[src/rtl/alu_req_arbiter_pkg.sv]
// ---------------------------------------------------------------------------
// alu_req_arbiter_pkg
//   Shared definitions for the ALU request arbiter:
//     - arb_state_t     : FSM state encoding (IDLE -> EXEC -> RESP)
//     - MUL_CMD_*       : commands that take the multiply latency when the
//                         request is in arithmetic mode (CMD 9 and CMD 10)
//     - FLAG_*          : bit positions inside RSP_FLAGS
//                         {COUT,OFLOW,G,E,L,ERR} = bits {5,4,3,2,1,0}
//     - is_mul_cmd()    : helper that classifies a command/mode pair
// ---------------------------------------------------------------------------
package alu_req_arbiter_pkg;

  typedef enum logic [1:0] {
    ST_IDLE = 2'd0,
    ST_EXEC = 2'd1,
    ST_RESP = 2'd2
  } arb_state_t;

  localparam int MUL_CMD_A = 9;
  localparam int MUL_CMD_B = 10;

  localparam int FLAG_ERR   = 0;
  localparam int FLAG_L     = 1;
  localparam int FLAG_E     = 2;
  localparam int FLAG_G     = 3;
  localparam int FLAG_OFLOW = 4;
  localparam int FLAG_COUT  = 5;
  localparam int NFLAGS     = 6;

  // Multiply commands are only meaningful in arithmetic mode; in logical
  // mode the same encodings are ordinary single-latency operations.
  function automatic logic is_mul_cmd(input logic mode, input logic [31:0] cmd);
    return mode && ((cmd == 32'(MUL_CMD_A)) || (cmd == 32'(MUL_CMD_B)));
  endfunction

endpackage

[src/rtl/alu_req_arbiter_rr_pick.sv]
// ---------------------------------------------------------------------------
// alu_req_arbiter_rr_pick
//   Combinational rotate-priority picker. Searches req starting at ptr+1
//   (wrapping modulo NREQ) and returns the first set bit.
// Ports
//   req        in   NREQ   request vector
//   ptr        in   IDW    index of the most recent winner
//   gnt_onehot out  NREQ   one-hot winner (all zero when req == 0)
//   gnt_idx    out  IDW    binary index of the winner (0 when none)
//   gnt_any    out  1      at least one request present
// ---------------------------------------------------------------------------
module alu_req_arbiter_rr_pick #(
  parameter int NREQ = 4,
  parameter int IDW  = 2
) (
  input  logic [NREQ-1:0] req,
  input  logic [IDW-1:0]  ptr,
  output logic [NREQ-1:0] gnt_onehot,
  output logic [IDW-1:0]  gnt_idx,
  output logic            gnt_any
);

  logic [IDW-1:0] cand;

  always_comb begin
    gnt_onehot = '0;
    gnt_idx    = '0;
    gnt_any    = 1'b0;
    cand       = '0;
    // Offset NREQ wraps back to ptr itself, so the previous winner is
    // considered last and only wins when it is the sole requester.
    for (int off = 1; off <= NREQ; off++) begin
      cand = IDW'((int'(ptr) + off) % NREQ);
      if (!gnt_any && req[cand]) begin
        gnt_any          = 1'b1;
        gnt_idx          = cand;
        gnt_onehot[cand] = 1'b1;
      end
    end
  end

endmodule

[src/rtl/alu_req_arbiter.sv]
// ---------------------------------------------------------------------------
// alu_req_arbiter
//   Shares one ALU between NREQ requesters. A round-robin pick latches the
//   winner's operands, drives the ALU with ALU_CE high for LAT cycles
//   (MUL_LAT for arithmetic-mode multiply commands), then captures the ALU
//   outputs into a tagged one-cycle response. All outputs are registered.
//
// Optional feature (compile-time macro ALU_ARB_PRIO0_EN):
//   defined     : requester 0 has strict priority; round-robin among
//                 1..NREQ-1 only when REQ[0]=0; requester-0 grants leave the
//                 round-robin pointer untouched.
//   not defined : pure round-robin across all requesters.
//
// Ports
//   CLK            in   1               clock, rising edge
//   RST            in   1               asynchronous reset, active high
//   REQ            in   NREQ            per-requester request level
//   REQ_OPA/OPB    in   NREQ*WIDTH_OP   packed operands, slice i = requester i
//   REQ_CMD        in   NREQ*WIDTH_CMD  packed commands
//   REQ_MODE       in   NREQ            1 = arithmetic, 0 = logical
//   REQ_CIN        in   NREQ            carry in
//   REQ_INP_VALID  in   NREQ*2          packed operand-valid flags
//   GNT            out  NREQ            one-hot grant, 1-cycle pulse
//   ALU_*          out                  operands/controls to the ALU
//   ALU_RES/flags  in                   results from the ALU
//   RSP_VALID      out  1               response pulse
//   RSP_ID         out  $clog2(NREQ)    owner of the response
//   RSP_RES        out  WIDTH_RES       captured result
//   RSP_FLAGS      out  6               {COUT,OFLOW,G,E,L,ERR}
//   BUSY           out  1               state is not IDLE
// ---------------------------------------------------------------------------
module alu_req_arbiter
  import alu_req_arbiter_pkg::*;
#(
  parameter int NREQ      = 4,
  parameter int WIDTH_OP  = 8,
  parameter int WIDTH_CMD = 4,
  parameter int WIDTH_RES = 16,
  parameter int LAT       = 2,
  parameter int MUL_LAT   = 3,
  localparam int IDW      = $clog2(NREQ)
) (
  input  logic                      CLK,
  input  logic                      RST,
  input  logic [NREQ-1:0]           REQ,
  input  logic [NREQ*WIDTH_OP-1:0]  REQ_OPA,
  input  logic [NREQ*WIDTH_OP-1:0]  REQ_OPB,
  input  logic [NREQ*WIDTH_CMD-1:0] REQ_CMD,
  input  logic [NREQ-1:0]           REQ_MODE,
  input  logic [NREQ-1:0]           REQ_CIN,
  input  logic [NREQ*2-1:0]         REQ_INP_VALID,
  output logic [NREQ-1:0]           GNT,
  output logic [WIDTH_OP-1:0]       ALU_OPA,
  output logic [WIDTH_OP-1:0]       ALU_OPB,
  output logic [WIDTH_CMD-1:0]      ALU_CMD,
  output logic                      ALU_MODE,
  output logic                      ALU_CIN,
  output logic                      ALU_CE,
  output logic [1:0]                ALU_INP_VALID,
  input  logic [WIDTH_RES-1:0]      ALU_RES,
  input  logic                      ALU_COUT,
  input  logic                      ALU_OFLOW,
  input  logic                      ALU_G,
  input  logic                      ALU_E,
  input  logic                      ALU_L,
  input  logic                      ALU_ERR,
  output logic                      RSP_VALID,
  output logic [IDW-1:0]            RSP_ID,
  output logic [WIDTH_RES-1:0]      RSP_RES,
  output logic [NFLAGS-1:0]         RSP_FLAGS,
  output logic                      BUSY
);

  localparam int MAX_LAT = (LAT > MUL_LAT) ? LAT : MUL_LAT;
  localparam int CNT_W   = $clog2(MAX_LAT + 1);

  // -------------------------------------------------------------------------
  // Unpack the per-requester slices so the winner can be selected by index.
  // -------------------------------------------------------------------------
  logic [WIDTH_OP-1:0]  opa_arr  [NREQ];
  logic [WIDTH_OP-1:0]  opb_arr  [NREQ];
  logic [WIDTH_CMD-1:0] cmd_arr  [NREQ];
  logic [1:0]           ival_arr [NREQ];

  genvar gi;
  generate
    for (gi = 0; gi < NREQ; gi++) begin : g_unpack
      assign opa_arr[gi]  = REQ_OPA[gi*WIDTH_OP +: WIDTH_OP];
      assign opb_arr[gi]  = REQ_OPB[gi*WIDTH_OP +: WIDTH_OP];
      assign cmd_arr[gi]  = REQ_CMD[gi*WIDTH_CMD +: WIDTH_CMD];
      assign ival_arr[gi] = REQ_INP_VALID[gi*2 +: 2];
    end
  endgenerate

  // -------------------------------------------------------------------------
  // Registered state
  // -------------------------------------------------------------------------
  arb_state_t           state_reg,     state_next;
  logic [IDW-1:0]       ptr_reg,       ptr_next;
  logic [IDW-1:0]       owner_reg,     owner_next;
  logic [CNT_W-1:0]     cnt_reg,       cnt_next;
  logic [NREQ-1:0]      gnt_reg,       gnt_next;
  logic [WIDTH_OP-1:0]  alu_opa_reg,   alu_opa_next;
  logic [WIDTH_OP-1:0]  alu_opb_reg,   alu_opb_next;
  logic [WIDTH_CMD-1:0] alu_cmd_reg,   alu_cmd_next;
  logic                 alu_mode_reg,  alu_mode_next;
  logic                 alu_cin_reg,   alu_cin_next;
  logic                 alu_ce_reg,    alu_ce_next;
  logic [1:0]           alu_ival_reg,  alu_ival_next;
  logic                 rsp_valid_reg, rsp_valid_next;
  logic [IDW-1:0]       rsp_id_reg,    rsp_id_next;
  logic [WIDTH_RES-1:0] rsp_res_reg,   rsp_res_next;
  logic [NFLAGS-1:0]    rsp_flags_reg, rsp_flags_next;
  logic                 busy_reg,      busy_next;

  // -------------------------------------------------------------------------
  // Winner selection
  // -------------------------------------------------------------------------
  logic [NREQ-1:0] rr_req;
  logic [NREQ-1:0] rr_onehot;
  logic [IDW-1:0]  rr_idx;
  logic            rr_any;

  logic [NREQ-1:0] win_onehot;
  logic [IDW-1:0]  win_idx;
  logic            win_any;
  logic            ptr_update;

  alu_req_arbiter_rr_pick #(
    .NREQ (NREQ),
    .IDW  (IDW)
  ) u_rr_pick (
    .req        (rr_req),
    .ptr        (ptr_reg),
    .gnt_onehot (rr_onehot),
    .gnt_idx    (rr_idx),
    .gnt_any    (rr_any)
  );

`ifdef ALU_ARB_PRIO0_EN
  // Requester 0 bypasses the rotation entirely and never moves the pointer,
  // so the remaining requesters keep their round-robin order across its grants.
  assign rr_req     = {REQ[NREQ-1:1], 1'b0};
  assign win_any    = REQ[0] | rr_any;
  assign win_onehot = REQ[0] ? {{(NREQ-1){1'b0}}, 1'b1} : rr_onehot;
  assign win_idx    = REQ[0] ? '0 : rr_idx;
  assign ptr_update = ~REQ[0];
`else
  assign rr_req     = REQ;
  assign win_any    = rr_any;
  assign win_onehot = rr_onehot;
  assign win_idx    = rr_idx;
  assign ptr_update = 1'b1;
`endif

  logic win_is_mul;
  assign win_is_mul = is_mul_cmd(REQ_MODE[win_idx], 32'(cmd_arr[win_idx]));

  // -------------------------------------------------------------------------
  // Next-state / output logic
  // -------------------------------------------------------------------------
  always_comb begin
    state_next     = state_reg;
    ptr_next       = ptr_reg;
    owner_next     = owner_reg;
    cnt_next       = cnt_reg;
    gnt_next       = '0;
    alu_opa_next   = alu_opa_reg;
    alu_opb_next   = alu_opb_reg;
    alu_cmd_next   = alu_cmd_reg;
    alu_mode_next  = alu_mode_reg;
    alu_cin_next   = alu_cin_reg;
    alu_ce_next    = alu_ce_reg;
    alu_ival_next  = alu_ival_reg;
    rsp_valid_next = 1'b0;
    rsp_id_next    = rsp_id_reg;
    rsp_res_next   = rsp_res_reg;
    rsp_flags_next = rsp_flags_reg;

    unique case (state_reg)
      ST_IDLE: begin
        if (win_any) begin
          gnt_next      = win_onehot;
          alu_opa_next  = opa_arr[win_idx];
          alu_opb_next  = opb_arr[win_idx];
          alu_cmd_next  = cmd_arr[win_idx];
          alu_mode_next = REQ_MODE[win_idx];
          alu_cin_next  = REQ_CIN[win_idx];
          alu_ival_next = ival_arr[win_idx];
          alu_ce_next   = 1'b1;
          cnt_next      = win_is_mul ? CNT_W'(MUL_LAT) : CNT_W'(LAT);
          owner_next    = win_idx;
          if (ptr_update) begin
            ptr_next = win_idx;
          end
          state_next    = ST_EXEC;
        end
      end

      ST_EXEC: begin
        cnt_next = cnt_reg - CNT_W'(1);
        // The edge on which cnt reads 1 is the last one with ALU_CE high,
        // so the ALU outputs are sampled while they are still being driven.
        if (cnt_reg == CNT_W'(1)) begin
          rsp_res_next   = ALU_RES;
          rsp_flags_next = {ALU_COUT, ALU_OFLOW, ALU_G, ALU_E, ALU_L, ALU_ERR};
          rsp_id_next    = owner_reg;
          rsp_valid_next = 1'b1;
          alu_ce_next    = 1'b0;
          state_next     = ST_RESP;
        end
      end

      ST_RESP: begin
        state_next = ST_IDLE;
      end

      default: begin
        state_next = ST_IDLE;
      end
    endcase

    busy_next = (state_next != ST_IDLE);
  end

  always_ff @(posedge CLK or posedge RST) begin
    if (RST) begin
      state_reg     <= ST_IDLE;
      ptr_reg       <= IDW'(NREQ - 1);
      owner_reg     <= '0;
      cnt_reg       <= '0;
      gnt_reg       <= '0;
      alu_opa_reg   <= '0;
      alu_opb_reg   <= '0;
      alu_cmd_reg   <= '0;
      alu_mode_reg  <= 1'b0;
      alu_cin_reg   <= 1'b0;
      alu_ce_reg    <= 1'b0;
      alu_ival_reg  <= '0;
      rsp_valid_reg <= 1'b0;
      rsp_id_reg    <= '0;
      rsp_res_reg   <= '0;
      rsp_flags_reg <= '0;
      busy_reg      <= 1'b0;
    end else begin
      state_reg     <= state_next;
      ptr_reg       <= ptr_next;
      owner_reg     <= owner_next;
      cnt_reg       <= cnt_next;
      gnt_reg       <= gnt_next;
      alu_opa_reg   <= alu_opa_next;
      alu_opb_reg   <= alu_opb_next;
      alu_cmd_reg   <= alu_cmd_next;
      alu_mode_reg  <= alu_mode_next;
      alu_cin_reg   <= alu_cin_next;
      alu_ce_reg    <= alu_ce_next;
      alu_ival_reg  <= alu_ival_next;
      rsp_valid_reg <= rsp_valid_next;
      rsp_id_reg    <= rsp_id_next;
      rsp_res_reg   <= rsp_res_next;
      rsp_flags_reg <= rsp_flags_next;
      busy_reg      <= busy_next;
    end
  end

  assign GNT           = gnt_reg;
  assign ALU_OPA       = alu_opa_reg;
  assign ALU_OPB       = alu_opb_reg;
  assign ALU_CMD       = alu_cmd_reg;
  assign ALU_MODE      = alu_mode_reg;
  assign ALU_CIN       = alu_cin_reg;
  assign ALU_CE        = alu_ce_reg;
  assign ALU_INP_VALID = alu_ival_reg;
  assign RSP_VALID     = rsp_valid_reg;
  assign RSP_ID        = rsp_id_reg;
  assign RSP_RES       = rsp_res_reg;
  assign RSP_FLAGS     = rsp_flags_reg;
  assign BUSY          = busy_reg;

endmodule

[config.mk]
export PLATFORM = sky130hd
export DESIGN_NAME = alu_req_arbiter
export DESIGN_NICKNAME = d
export VERILOG_FILES = /design/src/rtl/alu_req_arbiter_pkg.sv /design/src/rtl/alu_req_arbiter_rr_pick.sv /design/src/rtl/alu_req_arbiter.sv
export SDC_FILE = /design/constraint.sdc
export NUM_CORES = 1
export LEC_CHECK = 0
export CAP_MARGIN = 20
export CORE_UTILIZATION = 40
export CTS_CLUSTER_SIZE = 10
export DETAILED_ROUTE_END_ITERATION = 10
export GPL_TIMING_DRIVEN = 0
export PLACE_DENSITY = 0.8
export SETUP_SLACK_MARGIN = 0.2
export SLEW_MARGIN = 20
export SYNTH_ARGS = -nofsm -noshare
export SYNTH_HDL_FRONTEND = slang
export SYNTH_SLANG_ARGS = --single-unit
[constraint.sdc]
create_clock -name CLK -period 3.83 [get_ports CLK]
set_input_delay 1.149 -clock CLK [delete_from_list [all_inputs] [get_ports CLK]]
set_output_delay 1.149 -clock CLK [all_outputs]
set_load 0.005 [all_outputs]
==> results of run 1 <==
-- layout make-up --
type | count | area (sq um)
tap | 105 | 131
sequential | 63 | 1580
fill | 660 | 2700
clock inverter | 6 | 60.1
multi-input combinational | 211 | 1770
timing repair buffer | 179 | 1800
buffer | 21 | 129
clock buffer | 10 | 138
inverter | 9 | 36.3
-- power by group through the flow --
stage	logic, uW	clock network [uW]	registers [uW]
2_1_floorplan	1520	0	1210
3_5_place_dp	2590	0	1220
3_3_place_gp	2520	0	1190
4_1_cts	2610	583	1200
6_report	2580	573	1200
5_1_grt	2820	617	1250
-- worst max-delay path, cell delays in order (launching register included) --
cell and delay, ns:
sky130_fd_sc_hd__dfstp_2 0.63, sky130_fd_sc_hd__clkbuf_4 0.24, sky130_fd_sc_hd__inv_1 0.14, sky130_fd_sc_hd__ha_1 0.30, sky130_fd_sc_hd__buf_2 0.16, sky130_fd_sc_hd__clkinv_1 0.13
sky130_fd_sc_hd__a221o_1 0.38, sky130_fd_sc_hd__a211o_1 0.29, sky130_fd_sc_hd__buf_6 0.16, sky130_fd_sc_hd__buf_6 0.17, sky130_fd_sc_hd__mux2i_1 0.25, sky130_fd_sc_hd__mux2i_1 0.13
sky130_fd_sc_hd__mux2_2 0.27
-- metal layers --
metal	part of all wire	GRT usage	up-vias
met5	0	0	-
met4	0.020	0.0970	0
met3	0.068	0.0407	18
met2	0.53	0.392	159
met1	0.38	0.267	1470
li1	-	-	1460
-- stage by stage --
step | setup slack (ns) | hold slack (ns) | area [sq um] | total power, uW
after floorplan | 0.874 | 0.446 | 3510 | 2730
after global placement | 0.106 | 0.458 | 5420 | 3710
after detailed placement | 0.133 | 0.463 | 5450 | 3810
after CTS | 0.422 | 0.479 | 5640 | 4390
after global routing | 0.247 | 0.495 | 5650 | 4680
final | 0.449 | 0.475 | 5650 | 4350
-- cells in the mapped netlist, types with 2 or more instances --
cell type | count | area (sq um)
sky130_fd_sc_hd__nor4_1 | 2 | 12.5
sky130_fd_sc_hd__nand2_1 | 79 | 297
sky130_fd_sc_hd__buf_2 | 10 | 50.1
sky130_fd_sc_hd__buf_6 | 2 | 22.5
sky130_fd_sc_hd__a22o_1 | 4 | 35.0
sky130_fd_sc_hd__xnor2_1 | 3 | 26.3
sky130_fd_sc_hd__dfrtp_1 | 61 | 1530
sky130_fd_sc_hd__dfstp_2 | 2 | 52.6
sky130_fd_sc_hd__mux2i_1 | 11 | 110
sky130_fd_sc_hd__ha_1 | 9 | 113
sky130_fd_sc_hd__and2_1 | 2 | 12.5
sky130_fd_sc_hd__a21oi_1 | 7 | 35.0
sky130_fd_sc_hd__a211oi_1 | 4 | 30.0
sky130_fd_sc_hd__nor3_1 | 2 | 10.0
sky130_fd_sc_hd__nor2_1 | 7 | 26.3
sky130_fd_sc_hd__o21ai_0 | 5 | 25.0
sky130_fd_sc_hd__mux4_2 | 23 | 518
sky130_fd_sc_hd__clkinv_1 | 2 | 7.51
sky130_fd_sc_hd__nor4bb_1 | 3 | 30.0
sky130_fd_sc_hd__buf_1 | 2 | 7.51
sky130_fd_sc_hd__o21ai_1 | 2 | 10.0
sky130_fd_sc_hd__clkbuf_1 | 5 | 18.8
sky130_fd_sc_hd__xor2_1 | 2 | 17.5
sky130_fd_sc_hd__inv_1 | 7 | 26.3
sky130_fd_sc_hd__a2111oi_0 | 2 | 17.5
sky130_fd_sc_hd__mux2_2 | 26 | 293
-- final timing paths --
| check | to | cells past startpoint | from | slack (ns) |
|---|---|---|---|---|
| hold reg to reg | ALU_OPA[7] | 2 | ALU_OPA[7] | 0.47 |
| hold / removal | ALU_OPA[7] | 2 | ALU_OPA[7] | 0.47 |
| max in group asynchronous | ptr_reg[0] | 3 | RST | 2.15 |
| setup / recovery | ALU_CMD[2] | 12 | ptr_reg[0] | 0.45 |
| setup reg to reg | ALU_CMD[2] | 12 | ptr_reg[0] | 0.45 |
| min in group asynchronous | RSP_RES[10] | 2 | RST | 1.13 |
-- cells by family (layout without fill, tap and decap cells) --
kind of cell,Yosys count,after routing,share of synthesized area
adder cells (fa/ha/maj),9,9,0.0321
AO/OA/AOI/OAI,37,37,0.0774
AND/OR/NAND/NOR,100,100,0.120
flip-flops,63,63,0.450
multiplexers,60,60,0.262
XOR/XNOR,5,5,0.0125
buffers and inverters,30,225,0.0456
==> run summary, run 1 <==
### Layout
* **non-filler cells, final** 604
* **leading cell type in the layout, fill and taps excluded** sky130_fd_sc_hd__clkdlybuf4s50_1
* **Layout Nets** 627
* **diodes inserted** 0
* **max FFs per register** 16
* **proportion of layout cells with a drive suffix above 1** 0.174
* **utilization of the core after routing** 0.677
* **commonest non-fill, non-tap cells in the layout** sky130_fd_sc_hd__clkdlybuf4s50_1 (178), sky130_fd_sc_hd__nand2_1 (79), sky130_fd_sc_hd__dfrtp_1 (61)
* **Area growth, synth to finish** 60.9%

### Global routing
* **antenna violations before repair** 0
* **maximum number of pins on one net before global-route repair** 38
* **wire length of the first global-routing pass** 15.3 mm
* **number of global-route vias before repair** 3273
* **overflow left after global routing** 0
* **Tot GR Track Use** 0.223

### Power and ir drop
* **combinational power share** 0.593
* **internal power summed over all cells** 2800 uW
* **Pwr per Cell Area** 771 nW/um^2
* **total net switching power** 1550 uW
* **share of power burned in the clock network** 0.132
* **leak pwr** 0.00242 uW
* **maximum vdd drop** 0.000437 V
* **sw frac** 0.357
* **share of power burned in registers** 0.276

### Synthesis
* **synthesized cell area** 3510 sq um
* **top flip-flop cell by instance count after synthesis** sky130_fd_sc_hd__dfrtp_1
* **post-synthesis net count** 437
* **sequential fraction of the synthesis area** 0.450
* **register bit total from synthesis** 63
* **count of unique library cells instantiated by Yosys** 46
* **share of flip-flops with an asynchronous set or reset** 1.00
* **Mean Syn Cell Area** 11.5 sq um
* **number of enable flip-flop cells after synthesis** 0
* **Yosys warnings** 0
* **number of standard cells after synthesis** 304

### Timing
* **min Tclk post-route** 3.38 ns
* **# setup viols final** 0
* **final hold viol count** 0
* **RSZ-0062 raised after global routing** false
* **portion of the clock cycle consumed by the worst path in the final layout** 0.883
* **actual slew at the worst max-slew pin** 0.565 ns
* **final-report max-slew violation count** 0
* **Worst slew margin** 0.620
* **total negative slack for setup checks** 0 ns
* **Max Freq** 0.296 GHz
* **worst setup skew after layout** 0.00666 ns

### CTS
* **cts bufs inserted** 9
* **post-CTS clock slew at the launch and capture registers of the worst setup and hold paths** 0.07 ns
* **Root Buffer** sky130_fd_sc_hd__clkbuf_8
* **number of clock sinks seen by CTS** 63
* **post-cts gate resize count** 0
* **TritonCTS clock tree** built
* **CTS H-tree lvls** 3
* **hold bufs inserted after CTS** 0
* **clock latency of the later-clocked register in the worst-skew pair** 0.34 ns
* **post-CTS setup buffers** 0
* **Longest Clk Path Bufs** 2

### Placement
* **Inst Count DP** 588
* **placer's final routability congestion estimate** 0.826
* **IO buf count** 178
* **hpwl dp** 7.99 mm

### Floorplan
* **number of top-level design ports** 179
* **Std-Cell Core Area** 8340 sq um
* **Initial Utilization** 0.421
* **width of the chip** 95.7 microns
* **# rows** 33
* **floorplan die height** 95.7 microns
* **Die ar.** 9150 sq um

### Route
* **average wire per standard cell** 16.3 microns
* **final WL** 9.86 mm
* **count of TritonRoute iterations in the first routing pass** 4
* **First DRT Iteration DRCs** 135
* **mean number of vias per cell** 5.14
* **count of nets left with antenna violations after detail routing** 0
* **DRC** 0
* **total via count in the routed design** 3107

### Outcome
* **run status** finished clean

### Critical path
* **crit end category** register
* **worst endpoint data arrival time** 3.61 ns
* **Req. time, crit path** 4.06 ns
* **critical path fanouts, max** 10
* **Setup Crit Path Kind** register to register
* **nature of the critical path startpoint** register

### Run
* **maximum capacitance violations** 0

### Worst hold path
* **Hold Crit Class** register to register

Power figures use the tool's default switching activity.
==> run 2, diff against run 1 <==
--- a/config.mk
+++ b/config.mk
@@ -5,7 +5,7 @@
 export SDC_FILE = /design/constraint.sdc
 export NUM_CORES = 1
 export LEC_CHECK = 0
-export CAP_MARGIN = 20
+export CAP_MARGIN = 0
 export CORE_UTILIZATION = 40
 export CTS_CLUSTER_SIZE = 10
 export DETAILED_ROUTE_END_ITERATION = 10
==> results of run 2 <==
No change in the layout: final DEF, timing and power equal those of run 1.
==> run 3, diff against run 2 <==
--- a/config.mk
+++ b/config.mk
@@ -7,7 +7,7 @@
 export LEC_CHECK = 0
 export CAP_MARGIN = 0
 export CORE_UTILIZATION = 40
-export CTS_CLUSTER_SIZE = 10
+export CTS_CLUSTER_SIZE = 16
 export DETAILED_ROUTE_END_ITERATION = 10
 export GPL_TIMING_DRIVEN = 0
 export PLACE_DENSITY = 0.8
==> results of run 3 <==
No change in the layout: final DEF, timing and power equal those of run 1.
